==> config.mk <==
export PLATFORM = sky130hd
export DESIGN_NAME = rtdf_feed_supervisor_flat
export DESIGN_NICKNAME = d
export VERILOG_FILES = /design/src/rtl/rtdf_feed_supervisor_if.sv /design/src/rtl/rtdf_feed_supervisor.sv /design/src/flat_wrapper.sv
export SDC_FILE = /design/constraint.sdc
export NUM_CORES = 1
export LEC_CHECK = 0
export ABC_AREA = 1
export CAP_MARGIN = 30
export CORE_ASPECT_RATIO = 0.75
export CORE_MARGIN = 3
export CORE_UTILIZATION = 49
export DETAILED_ROUTE_END_ITERATION = 7
export MAX_ROUTING_LAYER = met4
export PLACE_DENSITY = 0.77
export SLEW_MARGIN = 10
export SYNTH_ARGS = -nofsm -noshare
export SYNTH_HDL_FRONTEND = slang
export SYNTH_SLANG_ARGS = --single-unit
export TNS_END_PERCENT = 1
==> constraint.sdc <==
create_clock -name clk -period 2 [get_ports clk]
set_clock_uncertainty 0.15 [all_clocks]
set_input_delay 0.4 -clock clk [delete_from_list [all_inputs] [get_ports clk]]
set_output_delay 0.4 -clock clk [all_outputs]
set_load 0.1 [all_outputs]
==> src/rtl/rtdf_feed_supervisor_if.sv <==
// Control/status bundle between the feed supervisor and the rtdf data path.
// master: supervisor side (samples path status, drives halts/reset/status).
// slave : data-path side (drives enable/link/buffer status, observes controls).
//   enable, link_status          : feed enable and DM9000A link up
//   words_available, packet_count: packet processor buffer level / rx counter
//   feed_halt, packet_halt       : halts to sample generator / packet processor
//   path_reset                   : reset pulse to packet processor / RX FIFO
//   streaming, state             : status
//   underrun_count, watchdog_count: saturating event counters
interface rtdf_feed_supervisor_if;
  localparam int unsigned WORDS_W  = 9;
  localparam int unsigned STATE_W  = 3;
  localparam int unsigned UNDER_W  = 16;
  localparam int unsigned WDOG_W   = 8;

  logic               enable;
  logic               link_status;
  logic [WORDS_W-1:0] words_available;
  logic [WORDS_W-1:0] packet_count;
  logic               feed_halt;
  logic               packet_halt;
  logic               path_reset;
  logic               streaming;
  logic [STATE_W-1:0] state;
  logic [UNDER_W-1:0] underrun_count;
  logic [WDOG_W-1:0]  watchdog_count;

  modport master (
    input  enable, link_status, words_available, packet_count,
    output feed_halt, packet_halt, path_reset, streaming, state,
           underrun_count, watchdog_count
  );

  modport slave (
    output enable, link_status, words_available, packet_count,
    input  feed_halt, packet_halt, path_reset, streaming, state,
           underrun_count, watchdog_count
  );
endinterface

==> src/rtl/rtdf_feed_supervisor.sv <==
// Sequencing controller for the real-time data feed path. Holds the sample
// generator off until the packet buffer is prefilled, re-halts on underrun,
// gates the packet processor while the link is down and runs a stall
// watchdog that pulses path_reset into the packet processor / RX FIFO.
// All outputs are registered from the next-state decode.
// Ports:
//   clk     : supervisor clock (enet domain)
//   reset_n : asynchronous active-low reset
//   bus     : rtdf_feed_supervisor_if.master (status in, halts/status out)
// Build option:
//   RTDF_SUP_AUTORESTART_EN defined   -> RECOVER completion goes to WAIT_LINK
//   RTDF_SUP_AUTORESTART_EN undefined -> RECOVER completion parks in FAULT
module rtdf_feed_supervisor #(
  parameter int unsigned PREFILL_WORDS = 128,
  parameter int unsigned STALL_LIMIT   = 2500000,
  parameter int unsigned STALL_W       = 22,
  parameter int unsigned RESET_CYCLES  = 16
) (
  input  logic                   clk,
  input  logic                   reset_n,
  rtdf_feed_supervisor_if.master bus
);

  localparam int unsigned WORDS_W = 9;
  localparam int unsigned HOLD_W  = 8;
  localparam int unsigned UNDER_W = 16;
  localparam int unsigned WDOG_W  = 8;

  typedef enum logic [2:0] {
    ST_IDLE      = 3'd0,
    ST_WAIT_LINK = 3'd1,
    ST_PREFILL   = 3'd2,
    ST_STREAM    = 3'd3,
    ST_STARVED   = 3'd4,
    ST_RECOVER   = 3'd5,
    ST_FAULT     = 3'd6
  } state_t;

  state_t               state_q, state_d;
  logic [STALL_W-1:0]   stall_q, stall_d;
  logic [HOLD_W-1:0]    hold_q, hold_d;
  logic [WORDS_W-1:0]   pkt_prev_q;
  logic [UNDER_W-1:0]   underrun_q, underrun_d;
  logic [WDOG_W-1:0]    wdog_q, wdog_d;
  logic                 feed_halt_q, feed_halt_d;
  logic                 packet_halt_q, packet_halt_d;
  logic                 path_reset_q, path_reset_d;
  logic                 streaming_q, streaming_d;

  logic in_wd, next_in_wd, pkt_changed, wd_trip, threshold_met;
  logic trip_taken, underrun_taken;

  // Watchdog-supervised states and trip detection.
  assign in_wd         = (state_q == ST_PREFILL) || (state_q == ST_STREAM) ||
                         (state_q == ST_STARVED);
  assign next_in_wd    = (state_d == ST_PREFILL) || (state_d == ST_STREAM) ||
                         (state_d == ST_STARVED);
  assign pkt_changed   = (bus.packet_count != pkt_prev_q);
  assign wd_trip       = in_wd && !pkt_changed &&
                         (stall_q == STALL_W'(STALL_LIMIT - 1));
  assign threshold_met = (bus.words_available >= WORDS_W'(PREFILL_WORDS));

  // State and registered outputs.
  always_ff @(posedge clk or negedge reset_n) begin
    if (!reset_n) begin
      state_q       <= ST_IDLE;
      stall_q       <= '0;
      hold_q        <= '0;
      pkt_prev_q    <= '0;
      underrun_q    <= '0;
      wdog_q        <= '0;
      feed_halt_q   <= 1'b1;
      packet_halt_q <= 1'b1;
      path_reset_q  <= 1'b0;
      streaming_q   <= 1'b0;
    end else begin
      state_q       <= state_d;
      stall_q       <= stall_d;
      hold_q        <= hold_d;
      pkt_prev_q    <= bus.packet_count;
      underrun_q    <= underrun_d;
      wdog_q        <= wdog_d;
      feed_halt_q   <= feed_halt_d;
      packet_halt_q <= packet_halt_d;
      path_reset_q  <= path_reset_d;
      streaming_q   <= streaming_d;
    end
  end

  // Next-state decode: disable > link loss > watchdog > normal sequencing.
  always_comb begin
    state_d        = state_q;
    trip_taken     = 1'b0;
    underrun_taken = 1'b0;
    if (!bus.enable) begin
      state_d = ST_IDLE;
    end else if (in_wd && !bus.link_status) begin
      state_d = ST_RECOVER;
    end else if (wd_trip) begin
      state_d    = ST_RECOVER;
      trip_taken = 1'b1;
    end else begin
      case (state_q)
        ST_IDLE:      state_d = ST_WAIT_LINK;
        ST_WAIT_LINK: if (bus.link_status) state_d = ST_PREFILL;
        ST_PREFILL:   if (threshold_met) state_d = ST_STREAM;
        ST_STREAM: begin
          if (bus.words_available == '0) begin
            state_d        = ST_STARVED;
            underrun_taken = 1'b1;
          end
        end
        ST_STARVED:   if (threshold_met) state_d = ST_STREAM;
        ST_RECOVER: begin
          if (hold_q == '0) begin
`ifdef RTDF_SUP_AUTORESTART_EN
            state_d = ST_WAIT_LINK;
`else
            state_d = ST_FAULT;
`endif
          end
        end
        ST_FAULT:     state_d = ST_FAULT;
        default:      state_d = ST_IDLE;
      endcase
    end
  end

  // Output/datapath decode from the next state.
  always_comb begin
    feed_halt_d   = 1'b1;
    packet_halt_d = 1'b1;
    path_reset_d  = 1'b0;
    streaming_d   = 1'b0;
    stall_d       = '0;
    hold_d        = hold_q;
    underrun_d    = underrun_q;
    wdog_d        = wdog_q;

    case (state_d)
      ST_PREFILL, ST_STARVED: packet_halt_d = 1'b0;
      ST_STREAM: begin
        feed_halt_d   = 1'b0;
        packet_halt_d = 1'b0;
        streaming_d   = 1'b1;
      end
      ST_RECOVER: path_reset_d = 1'b1;
      default: ;
    endcase

    // Stall counter restarts on PREFILL entry and outside supervised states.
    if (next_in_wd && !(state_d == ST_PREFILL && state_q != ST_PREFILL) &&
        !pkt_changed) begin
      stall_d = stall_q + STALL_W'(1);
    end

    // Hold counter sizes the path_reset pulse to RESET_CYCLES cycles.
    if (state_d == ST_RECOVER && state_q != ST_RECOVER) begin
      hold_d = HOLD_W'(RESET_CYCLES - 1);
    end else if (state_q == ST_RECOVER && hold_q != '0) begin
      hold_d = hold_q - HOLD_W'(1);
    end

    if (underrun_taken && underrun_q != {UNDER_W{1'b1}}) begin
      underrun_d = underrun_q + UNDER_W'(1);
    end
    if (trip_taken && wdog_q != {WDOG_W{1'b1}}) begin
      wdog_d = wdog_q + WDOG_W'(1);
    end
  end

  assign bus.state          = state_q;
  assign bus.feed_halt      = feed_halt_q;
  assign bus.packet_halt    = packet_halt_q;
  assign bus.path_reset     = path_reset_q;
  assign bus.streaming      = streaming_q;
  assign bus.underrun_count = underrun_q;
  assign bus.watchdog_count = wdog_q;

endmodule

==> src/flat_wrapper.sv <==
// flat-port wrapper written by rule: the top's interface ports become plain ports
module rtdf_feed_supervisor_flat 
#(
  parameter int unsigned PREFILL_WORDS = 128,
  parameter int unsigned STALL_LIMIT   = 2500000,
  parameter int unsigned STALL_W       = 22,
  parameter int unsigned RESET_CYCLES  = 16
)
  (clk, reset_n, bus_enable, bus_link_status, bus_words_available, bus_packet_count, bus_feed_halt, bus_packet_halt, bus_path_reset, bus_streaming, bus_state, bus_underrun_count, bus_watchdog_count);
  rtdf_feed_supervisor_if bus_i ();
  input  logic clk;
  input  logic reset_n;
  input wire logic [$bits(bus_i.enable)-1:0] bus_enable;
  input wire logic [$bits(bus_i.link_status)-1:0] bus_link_status;
  input wire logic [$bits(bus_i.words_available)-1:0] bus_words_available;
  input wire logic [$bits(bus_i.packet_count)-1:0] bus_packet_count;
  output wire logic [$bits(bus_i.feed_halt)-1:0] bus_feed_halt;
  output wire logic [$bits(bus_i.packet_halt)-1:0] bus_packet_halt;
  output wire logic [$bits(bus_i.path_reset)-1:0] bus_path_reset;
  output wire logic [$bits(bus_i.streaming)-1:0] bus_streaming;
  output wire logic [$bits(bus_i.state)-1:0] bus_state;
  output wire logic [$bits(bus_i.underrun_count)-1:0] bus_underrun_count;
  output wire logic [$bits(bus_i.watchdog_count)-1:0] bus_watchdog_count;
  assign bus_i.enable = bus_enable;
  assign bus_i.link_status = bus_link_status;
  assign bus_i.words_available = bus_words_available;
  assign bus_i.packet_count = bus_packet_count;
  assign bus_feed_halt = bus_i.feed_halt;
  assign bus_packet_halt = bus_i.packet_halt;
  assign bus_path_reset = bus_i.path_reset;
  assign bus_streaming = bus_i.streaming;
  assign bus_state = bus_i.state;
  assign bus_underrun_count = bus_i.underrun_count;
  assign bus_watchdog_count = bus_i.watchdog_count;
  rtdf_feed_supervisor #(.PREFILL_WORDS(PREFILL_WORDS), .STALL_LIMIT(STALL_LIMIT), .STALL_W(STALL_W), .RESET_CYCLES(RESET_CYCLES)) u_core (.clk(clk), .reset_n(reset_n), .bus(bus_i));
endmodule
; After elaboration in Yosys (flattened, before gate mapping)
; Cells that the tools add are included.
[op_classes]
n_addsub = 4
order_cmp = 1
eq_ne = 16
n_mux = 23
n_reduce_logical = 24
[op_table]
columns = cell, count
row1 = $add A22 B1 Y22 const B, 1
row2 = $eq A22 B22 Y1 const B, 1
row3 = $mux W22, 1
row4 = $mux W3, 7
row5 = $pmux W3 S6, 1
row6 = $add A16 B1 Y16 const B, 1
row7 = $mux W8, 2
row8 = $ne A16 B16 Y1 const B, 1
row9 = $eq A3 B3 Y1 const B, 5
row10 = $eq A3 B2 Y1 const B, 4
row11 = $mux W1, 12
row12 = $logic_and A1 B1 Y1, 10
row13 = $ge A9 B8 Y1 const B, 1
row14 = $logic_not A9 Y1, 1
row15 = $ne A9 B9 Y1, 1
row16 = $add A8 B1 Y8 const B, 1
row17 = $logic_not A8 Y1, 1
row18 = $ne A8 B8 Y1 const B, 1
row19 = $reduce_bool A8 Y1, 1
row20 = $sub A8 B1 Y8 const B, 1
row21 = $logic_or A1 B1 Y1, 4
row22 = $eq A3 B1 Y1 const B, 1
row23 = $logic_not A1 Y1, 3
row24 = $logic_not A3 Y1, 1
row25 = 5 further kinds, 5
[totals]
ff_bits = 70
in_bits = 22
out_inout_bits = 31
word_cells = 78

; Depth between registers and ports, before layout
; Gate-level depths: netlist (run 1).
[depth]
depth_word = 14
depth_mapped = 14
depth_no_buf = 13

; Least setup slack after synthesis (run 1)
; OpenSTA, ideal clock, no wires.
[synth_path]
kind = flip-flop to flip-flop
startpoint = register u_core.state_q[0], in the netlist u_core.bus.state[0]
endpoint = register u_core.stall_q[12]
setup_time_ps = 122
arrival_time_ps = 2560
required_ps = 1728
setup_slack_ps = -833
stages_incl_launch_ff = 13
n_path_buf = 1
period_less_slack_ps = 2833
path_cell_list = dfrtp_1 -> inv_1 -> nand3_2 -> o21ai_2 -> nand2_2 -> nand2_1 -> a21oi_1 -> nand3_2 -> nor2_1 -> nand3_1 -> nand3_4 -> buf_6 -> nor2_2
[synth_between]
elab_chain_cells = 14
elab_cells_between_ends = 32
cone_classes = eq/ne: 10 / mux: 9 / reduce/logical: 13
[synth_rtl]
columns = element, line
row1 = from (decl), rtdf_feed_supervisor.sv:39  ; state_t state_q, state_d;
row2 = from (signal assigned), rtdf_feed_supervisor.sv:77  ; state_q <= state_d;
row3 = "parallel branches: the longest is 11 deep, another holds $pmux W3 S6", --
row4 = $logic_and A1 B1 Y1 (*) (2 in series), rtdf_feed_supervisor.sv:152  ; if (next_in_wd && !(state_d == ST_PREFILL && state_q != ST_PREFILL) &&
row5 = $mux W22 (*), rtdf_feed_supervisor.sv:152
row6 = via u_core.stall_d[12], rtdf_feed_supervisor.sv:40  ; logic [STALL_W-1:0] stall_q, stall_d;
row7 = to (signal assigned), rtdf_feed_supervisor.sv:78  ; stall_q <= stall_d;
row8 = to (decl), rtdf_feed_supervisor.sv:40
; Mark *: on every way through the listed nets, which the timed path passes.
; A chain may end at the register's enable or synchronous reset.

; Worst setup path in the final report (run 1)
[layout_path]
startpoint = input port bus_packet_count[4]
endpoint = register u_core.wdog_q[1], in the netlist u_core.bus.watchdog_count[1]
[layout_between]
elab_chain_cells = 8
[layout_rtl]
columns = element, line
row1 = from (decl), flat_wrapper.sv:16  ; input wire logic [$bits(bus_i.packet_count)-1:0] bus_packet_count;
row2 = $ne A9 B9 Y1, rtdf_feed_supervisor.sv:58  ; assign pkt_changed = (bus.packet_count != pkt_prev_q);
row3 = $logic_not A1 Y1, rtdf_feed_supervisor.sv:59  ; assign wd_trip = in_wd && !pkt_changed &&
row4 = $logic_and A1 B1 Y1 (2 in series), rtdf_feed_supervisor.sv:59
row5 = $mux W1, rtdf_feed_supervisor.sv:99  ; end else if (wd_trip) begin
row6 = $mux W1, rtdf_feed_supervisor.sv:97  ; end else if (in_wd && !bus.link_status) begin
row7 = $mux W1, rtdf_feed_supervisor.sv:95  ; if (!bus.enable) begin
row8 = $logic_and A1 B1 Y1, rtdf_feed_supervisor.sv:167  ; if (trip_taken && wdog_q != {WDOG_W{1'b1}}) begin
row9 = to (signal assigned), rtdf_feed_supervisor.sv:82  ; wdog_q <= wdog_d;
row10 = to (decl), rtdf_feed_supervisor.sv:44  ; logic [WDOG_W-1:0] wdog_q, wdog_d;
; Every way passes these cells.

==> results by group, run 1 <==
Outcome
  – Outcome: complete, but fails checks
  – Failing checks: negative setup slack

Place
  – Placed wire-length estimate: 7.32 mm
  – Port buffer count: 52
  – Post-Place Cells: just under 700
  – GPL Wtd Cong: 0.932

Route
  – DR pass1 iterations: 5
  – Drt via density: ~5.5
  – Wire per inst: approximately 17 microns
  – Initial DRC Count: approximately 410
  – Antenna Violating Nets Remaining: 0
  – DRC: 0
  – Via count: 3860
  – Final WL: approximately 12 mm

Floorplan
  – Io pins: 53
  – Die Span Y: 81.5 microns
  – Core Area: between 7000 and 8000 sq um
  – Starting Density: 0.525
  – Die width: between 100 and 150 microns
  – DIE AREA: about 8700 sq um
  – Row count: 26

Layout
  – Nets: around 630
  – Fill count: ~420
  – Synth-to-Final Area Change: 54.8%
  – FF+latch area: about 1800 sq um
  – Most frequent cells in the layout: nand2_1 (93), buf_4 (82), dfrtp_1 (53), nor2_1 (51), inv_1 (48)
  – Multi-input gate area: 1890 sq um
  – Most common cell after layout, fill and taps aside: nand2_1
  – Antenna diodes: 0
  – Final non-filler cell total: roughly 700
  – Layout cell share with drive strength beyond 1: 0.363

Min path
  – Worst hold start: bus_packet_count[8]
  – Hold WC Path Type: primary input to register

Timing
  – Peak Freq: ~440 MHz
  – Setup-failing EPs final: 50
  – Setup slack after layout: -0.249 ns
  – Worst-Margin Slew: roughly 0.46 ns
  – Final Hold Fails: 0
  – Final slew viol count: 0
  – Post-layout min period: ~2.2 ns
  – Worst relative slew slack: 0.691
  – RSZ-0062 raised after global routing: true
  – Tcrit/Tclk final: 1.12
  – Fin Setup TNS: -7.26 ns

Yosys
  – Post-synthesis sequential area ratio: 0.471
  – Yosys warning count: 0
  – Syn Std Cell Area: roughly 3700 sq um
  – Mapped Cells: about 450
  – Synth Register Bits: 70
  – Avg Inst Size Synth: 8.25 sq um
  – Post-Syn Nets: 477
  – Netlist cell types: 32

Power
  – PD cells: a little over 700 nW/um^2
  – Maximum vdd drop: 0.451 mV
  – Power, Total: roughly 4.1 mW
  – Pleak: 2.70 nW

Clock network
  – Worst-case clock buffer depth: 2
  – CTS tree: done
  – Clock Latency Late Sink: between 0.3 and 0.4 ns
  – Root Buffer: clkbuf_8
  – Inserted Clock Buffers: 9
  – Clk pin slew, worst setup/hold paths: 0.08 ns
  – CTS H-tree depth: 3
  – Clk sinks: 70

Critical path
  – Critical path cell sequence: clkdlybuf4s50_1 > xor2_1 > nor2_1 > nand2_1 > nor2_4 > buf_4 > nand4_1 > nand3b_1 > inv_1 > nand2_1 > nand2_1
  – R2r startpoint: u_core.stall_q[1]
  – Most used cell, CP: nand2_1
  – Kind of end point of the critical path: register
  – Req. time, crit path: 2.14 ns
  – Worst path max stage delay: around 0.44 ns
  – Worst Path Max Fanout: 4
  – WP data arrival: ~2.4 ns
  – R2R Setup Slk: -0.22 ns
  – Setup Crit Path Kind: primary input to register
  – Worst Setup SP: bus_packet_count[4]
  – Critical Path Start Type: primary input
  – Critical path's slowest cell: clkdlybuf4s50_1

Flow run
  – Number of max-cap violations: 0

Global route
  – Vias in the first global route: roughly 3600
  – GRT Total Usage: 0.253
  – Grt ovf: 0
  – First-pass GRT wire length: approximately 17 mm
  – Initial antenna violation count: 0
  – Largest net degree at the start of global routing: 26
[through the flow]
stage | cell area [sq um] | hold slack (ns) | util | worst slack (ns)
after floorplan | 3760 | -0.0456 | - | -0.243
after global placement | 5310 | 0.119 | 0.749 | -0.511
after detailed placement | 5310 | 0.120 | 0.749 | -0.559
after CTS | 5610 | 0.270 | 0.792 | -0.168
after global routing | 5760 | 0.0538 | 0.813 | -0.370
final | 5760 | 0.0542 | 0.813 | -0.249
[logic make-up after synthesis]
logic type               share of synthesized area
buffers and inverters                       0.0595
XOR/XNOR                                     0.104
AO/OA/AOI/OAI                               0.0363
flip-flops                                   0.471
adder cells (fa/ha/maj)                     0.0134
AND/OR/NAND/NOR                              0.316
[power by group]
group / leakage (nW) / internal [mW] / switching [mW] / total, mW
combinational: 1.70 / 0.514 / 0.717 / 1.23
clock: 0.114 / 0.741 / 0.564 / 1.31
sequential: 0.884 / 1.52 / 0.0705 / 1.59
[repair_timing]
item | in CTS | in global routing
pin swaps | 3 | 13
hold endpoints to repair | 24 | 0
setup buffers | 1 | 6
resized for setup | 18 | 33
endpoints found under the setup margin | 57 | 58
hold buffers | 1 | 0
[cells in the mapped netlist]
| master | number | area (sq um) |
|---|---|---|
| dfstp_2 | 2 | 52.6 |
| a21oi_1 | 9 | 45.0 |
| ha_1 | 4 | 50.1 |
| o21ai_4 | 1 | 16.3 |
| o21ai_0 | 9 | 45.0 |
| xnor2_1 | 14 | 123 |
| nor2_1 | 63 | 236 |
| clkbuf_1 | 1 | 3.75 |
| inv_1 | 53 | 199 |
| nor2_4 | 2 | 22.5 |
| nand2_2 | 4 | 25.0 |
| nor2_2 | 11 | 68.8 |
| nand2_1 | 101 | 379 |
| nor4_1 | 4 | 25.0 |
| o21ai_1 | 1 | 5.00 |
| inv_2 | 2 | 7.51 |
| buf_6 | 1 | 11.3 |
| nand3_2 | 5 | 50.1 |
| nor3b_2 | 1 | 12.5 |
| nand3b_1 | 1 | 7.51 |
| nand3_4 | 1 | 17.5 |
| nor4b_1 | 1 | 8.76 |
| nor3_1 | 11 | 55.1 |
| o22ai_1 | 1 | 6.26 |
| xor2_1 | 30 | 263 |
| nand3_1 | 29 | 145 |
| a41oi_1 | 1 | 8.76 |
| o21ai_2 | 1 | 8.76 |
| nand4_1 | 17 | 106 |
| dfrtp_1 | 68 | 1700 |
| or2_2 | 1 | 6.26 |
| nor3_2 | 1 | 10.0 |
[state kept, by name, indices dropped and copies added (netlist names), 3 cells and up]
register / flops
u_core.stall_q: 22
u_core.bus.state: 3
u_core.bus.underrun_count: 16
u_core.pkt_prev_q: 9
u_core.bus.watchdog_count: 8
u_core.hold_q: 8
[layer usage]
| metal | track usage | share of wire | vias up |
|---|---|---|---|
| li1 | - | - | 1729 |
| met1 | 0.295 | 0.39 | 1813 |
| met2 | 0.422 | 0.48 | 252 |
| met3 | 0.0723 | 0.093 | 66 |
| met4 | 0.0996 | 0.038 | 0 |
| met5 | - | 0 | - |
[worst max-delay path: cells and delay by family]
family | cells | cell delay, ns
and+or+nand+nor | 7 | 1.04
buffers and inverters | 3 | 0.79
xor gates and xnor gates | 1 | 0.16
[path summary, 6_finish.rpt]
check                                               endpoint  depth (start not counted)
worst max-delay path            u_core.bus.watchdog_count[1]                         11
worst min-delay path                    u_core.pkt_prev_q[8]                          1
worst max register to register  u_core.bus.watchdog_count[1]                          9
worst min register to register             u_core.stall_q[0]                          2
max in group asynchronous       u_core.bus.underrun_count[0]                          3
min in group asynchronous               u_core.pkt_prev_q[7]                          2
[area by class of cell]
| type | instances | area share |
|---|---|---|
| sequential | 70 | 0.310 |
| inverter | 55 | 0.0367 |
| clock inverter | 5 | 0.0143 |
| clock buffer | 11 | 0.0245 |
| multi-input combinational | 324 | 0.328 |
| tap | 98 | 0.0213 |
| timing repair buffer | 139 | 0.265 |
Power figures use the tool's default switching activity.
==> run 2: changes to the inputs <==
--- a/config.mk
+++ b/config.mk
@@ -10,6 +10,7 @@
 export CORE_ASPECT_RATIO = 0.75
 export CORE_MARGIN = 3
 export CORE_UTILIZATION = 49
+export CTS_CLUSTER_DIAMETER = 60
 export DETAILED_ROUTE_END_ITERATION = 7
 export MAX_ROUTING_LAYER = met4
 export PLACE_DENSITY = 0.77
==> results of run 2 <==
Same layout as run 1: the final DEF is identical, and so are final timing and power.
==> run 3: changes to the inputs <==
--- a/config.mk
+++ b/config.mk
@@ -6,7 +6,7 @@
 export NUM_CORES = 1
 export LEC_CHECK = 0
 export ABC_AREA = 1
-export CAP_MARGIN = 30
+export CAP_MARGIN = 20
 export CORE_ASPECT_RATIO = 0.75
 export CORE_MARGIN = 3
 export CORE_UTILIZATION = 49
==> results of run 3 <==
Same layout as run 1: the final DEF is identical, and so are final timing and power.
